## config.mk

```make
export PLATFORM = sky130hd
export DESIGN_NAME = axis_row_generator
export DESIGN_NICKNAME = d
export VERILOG_FILES = /design/src/rtl/axis_row_generator.sv
export SDC_FILE = /design/constraint.sdc
export NUM_CORES = 1
export LEC_CHECK = 0
export ABC_AREA = 1
export CORE_AREA = 2 2 233 235
export DETAILED_ROUTE_END_ITERATION = 12
export DIE_AREA = 0 0 235 237
export SETUP_SLACK_MARGIN = 0.1
export SLEW_MARGIN = 15
export SYNTH_ARGS = -nofsm -noshare
export SYNTH_HDL_FRONTEND = slang
export SYNTH_SLANG_ARGS = --single-unit
```

## constraint.sdc

```tcl
create_clock -name clk -period 2.9 [get_ports clk]
set_input_delay 0.58 -clock clk [delete_from_list [all_inputs] [get_ports clk]]
set_output_delay 0.58 -clock clk [all_outputs]
set_load 0.01 [all_outputs]
```

## src/rtl/axis_row_generator.sv

```systemverilog
// AXI-Stream row source: emits row_count rows of BEATS_PER_ROW beats with an optional idle gap
// between rows. Lane k of beat b in row r carries {r[15:0], b[7:0], k[7:0]}.
module axis_row_generator #(
  parameter int DATA_WIDTH    = 512,
  parameter int BEATS_PER_ROW = 66
) (
  input  logic                  clk,
  input  logic                  resetn,
  input  logic                  start,
  input  logic [31:0]           row_count,
  input  logic [15:0]           gap_cycles,
  output logic                  busy,
  output logic                  done,
  output logic [31:0]           rows_sent,
  output logic [DATA_WIDTH-1:0] AXIS_TDATA,
  output logic                  AXIS_TVALID,
  output logic                  AXIS_TLAST,
  input  logic                  AXIS_TREADY
);

  localparam int         LANES     = DATA_WIDTH / 32;
  localparam logic [7:0] LAST_BEAT = 8'(BEATS_PER_ROW - 1);

  typedef enum logic [1:0] {
    S_IDLE,
    S_SEND,
    S_GAP,
    S_FINISH
  } state_t;

  state_t      state_q, state_d;
  logic [31:0] rows_total_q, rows_total_d;
  logic [31:0] rows_sent_q, rows_sent_d;
  logic [15:0] gap_q, gap_d;
  logic [15:0] gap_cnt_q, gap_cnt_d;
  logic [7:0]  beat_q, beat_d;
  logic        handshake;

  assign handshake = AXIS_TVALID && AXIS_TREADY;

  always_ff @(posedge clk or negedge resetn) begin
    if (!resetn) begin
      state_q      <= S_IDLE;
      rows_total_q <= '0;
      rows_sent_q  <= '0;
      gap_q        <= '0;
      gap_cnt_q    <= '0;
      beat_q       <= '0;
    end else begin
      state_q      <= state_d;
      rows_total_q <= rows_total_d;
      rows_sent_q  <= rows_sent_d;
      gap_q        <= gap_d;
      gap_cnt_q    <= gap_cnt_d;
      beat_q       <= beat_d;
    end
  end

  always_comb begin
    state_d      = state_q;
    rows_total_d = rows_total_q;
    rows_sent_d  = rows_sent_q;
    gap_d        = gap_q;
    gap_cnt_d    = gap_cnt_q;
    beat_d       = beat_q;
    case (state_q)
      S_IDLE: begin
        if (start) begin
          rows_sent_d = '0;
          beat_d      = '0;
          if (row_count != 32'd0) begin
            rows_total_d = row_count;
            gap_d        = gap_cycles;
            state_d      = S_SEND;
          end else begin
            state_d = S_FINISH;
          end
        end
      end
      S_SEND: begin
        if (handshake) begin
          if (beat_q == LAST_BEAT) begin
            beat_d      = '0;
            rows_sent_d = rows_sent_q + 32'd1;
            if (rows_sent_q + 32'd1 == rows_total_q) begin
              state_d = S_FINISH;
            end else if (gap_q != 16'd0) begin
              gap_cnt_d = gap_q;
              state_d   = S_GAP;
            end
          end else begin
            beat_d = beat_q + 8'd1;
          end
        end
      end
      S_GAP: begin
        // Down-counter loaded with the gap length; terminal count of 1 ends the gap.
        if (gap_cnt_q == 16'd1) begin
          state_d = S_SEND;
        end else begin
          gap_cnt_d = gap_cnt_q - 16'd1;
        end
      end
      S_FINISH: begin
        state_d = S_IDLE;
      end
      default: begin
        state_d = S_IDLE;
      end
    endcase
  end

  assign busy        = (state_q == S_SEND) || (state_q == S_GAP);
  assign done        = (state_q == S_FINISH);
  assign rows_sent   = rows_sent_q;
  assign AXIS_TVALID = (state_q == S_SEND);
  assign AXIS_TLAST  = AXIS_TVALID && (beat_q == LAST_BEAT);

  // rows_sent doubles as the row index while sending; payload is zero whenever TVALID is low.
  for (genvar k = 0; k < LANES; k++) begin : g_lane
    assign AXIS_TDATA[32*k +: 32] = AXIS_TVALID ? {rows_sent_q[15:0], beat_q, 8'(k)} : 32'd0;
  end

endmodule

```

==> results of run 1 <==
[per-layer routing]
| layer | track usage | share of wire | up-vias | wire, um |
|---|---|---|---|---|
| met4 | 0.0186 | 0.0062 | 0 | 214 |
| met5 | 0 | 0 | - | 0 |
| met3 | 0.0190 | 0.058 | 16 | 2020 |
| li1 | - | - | 4305 | - |
| met1 | 0.151 | 0.45 | 4140 | 15400 |
| met2 | 0.198 | 0.49 | 358 | 16900 |
[sequential cells by signal, summed over array words and instances, names as in the netlist]
signal,cells
beat_q,8
gap_cnt_q,16
rows_total_q,32
gap_q,16
state_q,2
rows_sent,32
[synthesized netlist by cell type (11+ instances only)]
| cell | n | area share |
|---|---|---|
| nand2_2 | 23 | 0.014 |
| a21oi_1 | 24 | 0.011 |
| o21ai_2 | 14 | 0.012 |
| nor2_1 | 94 | 0.033 |
| nand2_1 | 263 | 0.094 |
| buf_4 | 488 | 0.35 |
| nand3b_1 | 15 | 0.011 |
| nand4_1 | 13 | 0.0077 |
| nand3_1 | 65 | 0.031 |
| inv_1 | 153 | 0.055 |
| o22ai_1 | 30 | 0.018 |
| o21ai_0 | 55 | 0.026 |
| xor2_1 | 12 | 0.010 |
| clkbuf_1 | 21 | 0.0075 |
| dfrtp_1 | 106 | 0.25 |
| nor3_1 | 11 | 0.0052 |
[repair_timing]
action                                  4_1_cts  5_1_grt
gates resized for setup                     110      124
endpoints found under the setup margin      398      304
cloned                                       10        2
pin swaps                                     0        9
setup buffers                                 6       22
[worst reg2reg max path: cells and delay by family, from the launching register on]
family	cells	cell delay, ns
buffers and inverters	2	0.30
AO/OA/AOI/OAI	1	0.05
flip-flops	1	0.42
AND/OR/NAND/NOR	13	1.64
adder cells (fa/ha/maj)	1	0.18
[per-stage QoR]
| step | std cells | cell area, um^2 | util | hold WS, ns | setup WS, ns |
|---|---|---|---|---|---|
| 2_1_floorplan | 1549 | 10900 | - | 0.284 | 0.205 |
| 3_3_place_gp | 2275 | 13400 | 0.251 | 0.470 | 0.0870 |
| 3_5_place_dp | 2275 | 13400 | 0.251 | 0.495 | 0.0997 |
| 4_1_cts | 2307 | 13900 | 0.261 | 0.190 | 0.0973 |
| 5_1_grt | 2331 | 14400 | 0.271 | 0.203 | 0.0835 |
| 6_report | 2331 | 14400 | 0.271 | 0.172 | 0.162 |
[power groups by stage]
| stage | registers, W | logic (W) | clock network (W) |
|---|---|---|---|
| floorplan | 0.00225 | 0.00298 | 0 |
| global placement | 0.00243 | 0.00392 | 0 |
| detailed placement | 0.00244 | 0.00396 | 0 |
| CTS | 0.00242 | 0.00406 | 0.00140 |
| global route | 0.00249 | 0.00462 | 0.00146 |
| finish | 0.00242 | 0.00417 | 0.00138 |
[layout make-up]
class / count / share of cell area
Clock buffer: 10 / 0.0165
Clock inverter: 6 / 0.00563
Inverter: 156 / 0.0442
Multi-Input combinational cell: 775 / 0.275
Sequential cell: 106 / 0.184
Tap cell: 696 / 0.0603
Timing Repair Buffer: 571 / 0.408
Timing Repair inverter: 11 / 0.00572
[worst paths after layout]
kind	depth (start not counted)	endpoint	slack [ns]	from
min	1	gap_cnt_q[12]	0.17	resetn
max in group asynchronous	2	rows_sent[12]	2.05	resetn
max	5	AXIS_TDATA[137]	0.16	state_q[0]
max reg2reg	17	gap_cnt_q[13]	0.25	rows_sent[0]
min reg2reg	2	gap_cnt_q[15]	0.51	gap_cnt_q[15]
min in group clk	2	gap_cnt_q[15]	0.51	gap_cnt_q[15]
[cells by family after synthesis]
| logic type | synth area share |
|---|---|
| buffers and inverters | 0.417 |
| AND/OR/NAND/NOR | 0.221 |
| AO/OA/AOI/OAI | 0.0726 |
| flip-flops | 0.252 |
| XOR/XNOR | 0.0167 |
| adder cells (fa/ha/maj) | 0.0107 |
| multiplexers | 0.00938 |
| other | 0.000356 |
==> impl_metrics.json, run 1 <==
{
  "status": "complete, no violations",
  "antenna_found_initial": 0,
  "htreeDepth": 3,
  "hold_viol_final": 0,
  "tightest_slew_ns": 0.652,
  "p_comb_frac": 0.523,
  "first_iter_violations": 389,
  "synth_edf_count": 0,
  "clock_latency_ns": 0.38,
  "ys.flop_type": "dfrtp_1",
  "wl_per_cell_um": 14.9,
  "worstPathArrival_ns": 2.16,
  "grt_usage": 0.115,
  "grt_pass1_vias": 8258,
  "synth-async-reset-ratio": 1.00,
  "swShare": 0.431,
  "fin_crit_ns": 2.74,
  "worstPathMaxFanout": 13,
  "start_util": 0.198,
  "drt-pass1-iter-count": 5,
  "multi_input_area_mm2": 0.00398,
  "hold_class": "primary input to async pin",
  "io_buffers": 503,
  "irDropWorstVdd_uv": 351,
  "areaGrowthSynthToFinish_pct": 37.1,
  "leakage_nw": 7.87,
  "synth_area_mm2": 0.0105,
  "slew_headroom": 0.565,
  "grt_setup_unrepaired": "true",
  "wl_um": 34600,
  "ys_seq_area_frac": 0.252,
  "most-common-layout-cells": "clkdlybuf4s50_1, nand2_1, inv_1",
  "path_class": "flop to primary output",
  "ys.warnings.count": 0,
  "ys_types": 40,
  "fin_crit_sh": 0.944,
  "setup_viol": 0,
  "layout-drive-gt1-share": 0.130,
  "crit_slowest_cell": "clkdlybuf4s50_1",
  "globalplace.congestion": 0.865,
  "path_cells": "ha_4, buf_12, nand2_1, clkinvlp_4, clkdlybuf4s50_1",
  "cts_buffer_depth": 2,
  "ios": 600,
  "total_power_w": 0.00797,
  "num_vias": 8819,
  "cts_root_buffer": "clkbuf_16",
  "vias_per_cell": 3.78,
  "fillers": 5732,
  "start_kind": "flop",
  "max_stage_delay_ns": 0.54,
  "critPathRequiredTime_ns": 2.32,
  "p_int_w": 0.00454,
  "die_width_um": 235,
  "die-area_mm2": 0.0557,
  "grt_pass1_wl_um": 50100,
  "fp.dieH_um": 237,
  "syn_avg_cell_area_um2": 7.25,
  "p_clk_frac": 0.173,
  "cts_tree": "built",
  "register_area_mm2": 0.00266,
  "worst_clock_skew_ns": 0.0101,
  "path_clk_slew_ns": 0.08,
  "core-area_mm2": 0.0533,
  "numCtsBuffers": 9,
  "final_common_cell": "clkdlybuf4s50_1",
  "syn_inst": 1454,
  "worst_setup_path_end_kind": "primary output",
  "cts_sinks": 106,
  "dp_hpwl_um": 27200,
  "fin_setup_tns_ns": 0,
  "diodes": 0,
  "grt_max_degree": 55,
  "path_buf_inv": 3,
  "p_per_area_mw_per_mm2": 552,
  "seqPwrFrac": 0.304,
  "synth-seq-cells": 106,
  "hold_buffers": 0,
  "route.detailed.drc": 0,
  "grt.overflow.total": 0,
  "max_freq_ghz": 0.365,
  "power.switching_w": 0.00343,
  "nets": 1691,
  "maxCapViolCount": 0,
  "report.final.slew_viol_count": 0,
  "crit_family": "buffers and inverters",
  "ant_nets": 0,
  "rows": 85
}
(Power assumes the default switching activity.)
==> run 2: changes to the inputs <==
--- a/config.mk
+++ b/config.mk
@@ -9,6 +9,7 @@
 export CORE_AREA = 2 2 233 235
 export DETAILED_ROUTE_END_ITERATION = 12
 export DIE_AREA = 0 0 235 237
+export HOLD_SLACK_MARGIN = 0.06
 export SETUP_SLACK_MARGIN = 0.1
 export SLEW_MARGIN = 15
 export SYNTH_ARGS = -nofsm -noshare
==> constraint.sdc (replaced) <==
create_clock -name clk -period 2.4 [get_ports clk]
set_input_delay 0.48 -clock clk [delete_from_list [all_inputs] [get_ports clk]]
set_output_delay 0.48 -clock clk [all_outputs]
set_load 0.01 [all_outputs]
==> run 2 against run 1 <==
The run now ends with setup timing left; clock power up 22%; wire length up 12%; design area up 15%; first-iteration DRC count up 46%; worst hold slack worse by 0.073 ns; sequential power up 21%; flip-flop and latch count unchanged; register-to-register slack worse by 0.34 ns; combinational power up 49%.
==> impl_metrics.json, run 2 (synthesized netlist as in run 1, its figures left out) <==
{
  "status": "complete, but fails checks",
  "violations": "setup timing",
  "diodes": 0,
  "irDropWorstVdd_uv": 568,
  "report.final.slew_viol_count": 0,
  "dp_hpwl_um": 27500,
  "core-area_mm2": 0.0533,
  "num_vias": 9842,
  "cts_tree": "built",
  "layout-drive-gt1-share": 0.480,
  "ios": 600,
  "clock_latency_ns": 0.38,
  "place_ws_ns": -0.155,
  "tightest_slew_ns": 0.571,
  "numCtsBuffers": 9,
  "worst_setup_path_end_kind": "flop",
  "fin_crit_sh": 1.04,
  "hold_buffers": 0,
  "cts_sinks": 106,
  "wl_per_cell_um": 14.9,
  "max_freq_ghz": 0.401,
  "route.detailed.drc": 0,
  "hold_viol_final": 0,
  "total_power_w": 0.0108,
  "vias_per_cell": 3.78,
  "grt_setup_unrepaired": "true",
  "cts_buffer_depth": 2,
  "worstPathMaxFanout": 6,
  "grt_max_degree": 41,
  "worstPathArrival_ns": 2.79,
  "start_util": 0.198,
  "leakage_nw": 8.58,
  "htreeDepth": 3,
  "grt_usage": 0.121,
  "fin_setup_tns_ns": -2.74,
  "path_class": "flop to flop",
  "grt.overflow.total": 0,
  "die_width_um": 235,
  "cts_root_buffer": "clkbuf_16",
  "setup_viol": 54,
  "slew_headroom": 0.619,
  "first_iter_violations": 567,
  "fp.dieH_um": 237,
  "areaGrowthSynthToFinish_pct": 57.4,
  "maxCapViolCount": 0,
  "p_per_area_mw_per_mm2": 654,
  "worst_clock_skew_ns": 0.0147,
  "globalplace.congestion": 0.896,
  "setup_ws_ns": -0.0912,
  "wl_um": 38700,
  "io_buffers": 503,
  "grt_pass1_wl_um": 52200,
  "fillers": 5728,
  "most-common-layout-cells": "buf_4, nand2_1, buf_6",
  "fin_crit_ns": 2.49,
  "drt-pass1-iter-count": 5,
  "nets": 1964,
  "antenna_found_initial": 0,
  "ant_nets": 0,
  "start_kind": "flop",
  "path_clk_slew_ns": 0.08,
  "grt_pass1_vias": 8555,
  "rows": 85,
  "hold_class": "primary input to async pin",
  "critPathRequiredTime_ns": 2.70,
  "final_common_cell": "buf_4",
  "die-area_mm2": 0.0557
}
## run 2: cell types whose count changed in the layout (fill, tap and decap cells not counted), moves of 18 or more
cell | before | now
nand2_4 | 3 | 25
dlymetal6s2s_1 | 88 | 5
clkbuf_2 | 0 | 192
nand2_1 | 251 | 216
buf_2 | 0 | 25
buf_6 | 9 | 200
clkdlybuf4s50_1 | 351 | 83
buf_4 | 45 | 225
buf_12 | 12 | 30
## run 2: worst paths after layout
check / start / end / slack, ns / cells after the start
worst max-delay path: rows_sent[1] / gap_cnt_q[8] / -0.09 / 17
worst min-delay path: resetn / gap_cnt_q[5] / 0.1 / 1
worst max register to register: rows_sent[1] / gap_cnt_q[8] / -0.09 / 17
worst min register to register: rows_total_q[21] / rows_total_q[21] / 0.50 / 2
max in group asynchronous: resetn / rows_total_q[21] / 1.62 / 2
min in group clk: rows_total_q[21] / rows_total_q[21] / 0.50 / 2
## run 2: worst max-delay path: stages (launching register included)
cell	delay (ns)
dfrtp_2	0.42
ha_4	0.16
nand2_4	0.07
nor2_8	0.19
nand2_8	0.11
nor2_2	0.13
nand3_1	0.11
nand3_1	0.12
nand2_1	0.08
nor2_1	0.12
nand2_1	0.11
nor2_4	0.16
nand4_4	0.17
nand2_8	0.13
buf_12	0.12
buf_12	0.13
nand2_2	0.05
o21ai_2	0.05
## run 2: timing repair
item	CTS	global route
resized for setup	582	1110
cloned	19	8
pin swaps	13	38
buffers inserted	70	139
setup endpoints to repair	437	400
## run 2: layout make-up
type / instances / area [um^2] / share of cell area
well taps: 696 / 871 / 0.0525
multi-input cells: 775 / 4540 / 0.274
inverters: 156 / 681 / 0.0410
repair inverters: 18 / 135 / 0.00815
flip-flops and latches: 106 / 2670 / 0.161
clock buffers: 9 / 225 / 0.0136
clock inverters: 7 / 101 / 0.00611
repair buffers: 837 / 7370 / 0.444
## run 2: metrics by stage
step	cells	hold WS (ns)	util	area, um^2
3_3_place_gp	2354	0.473	0.265	14100
4_1_cts	2459	0.111	0.282	15000
3_5_place_dp	2354	0.474	0.265	14100
5_1_grt	2604	0.128	0.311	16600
6_report	2604	0.0994	0.311	16600
2_1_floorplan	1549	0.184	-	11000
## run 2: metal layers
| layer | global-route usage | part of all wire | vias up |
|---|---|---|---|
| met4 | 0.0261 | 0.014 | 0 |
| met2 | 0.186 | 0.47 | 263 |
| li1 | - | - | 4853 |
| met1 | 0.174 | 0.47 | 4694 |
| met3 | 0.0215 | 0.048 | 32 |
| met5 | 0 | 0 | - |
## run 2: where the power goes
group          total [W]  internal, W  leakage (nW)  switching (W)
combinational    0.00623      0.00292          7.10        0.00331
sequential       0.00293      0.00236          1.33       0.000573
clock            0.00168     0.000923         0.152       0.000755
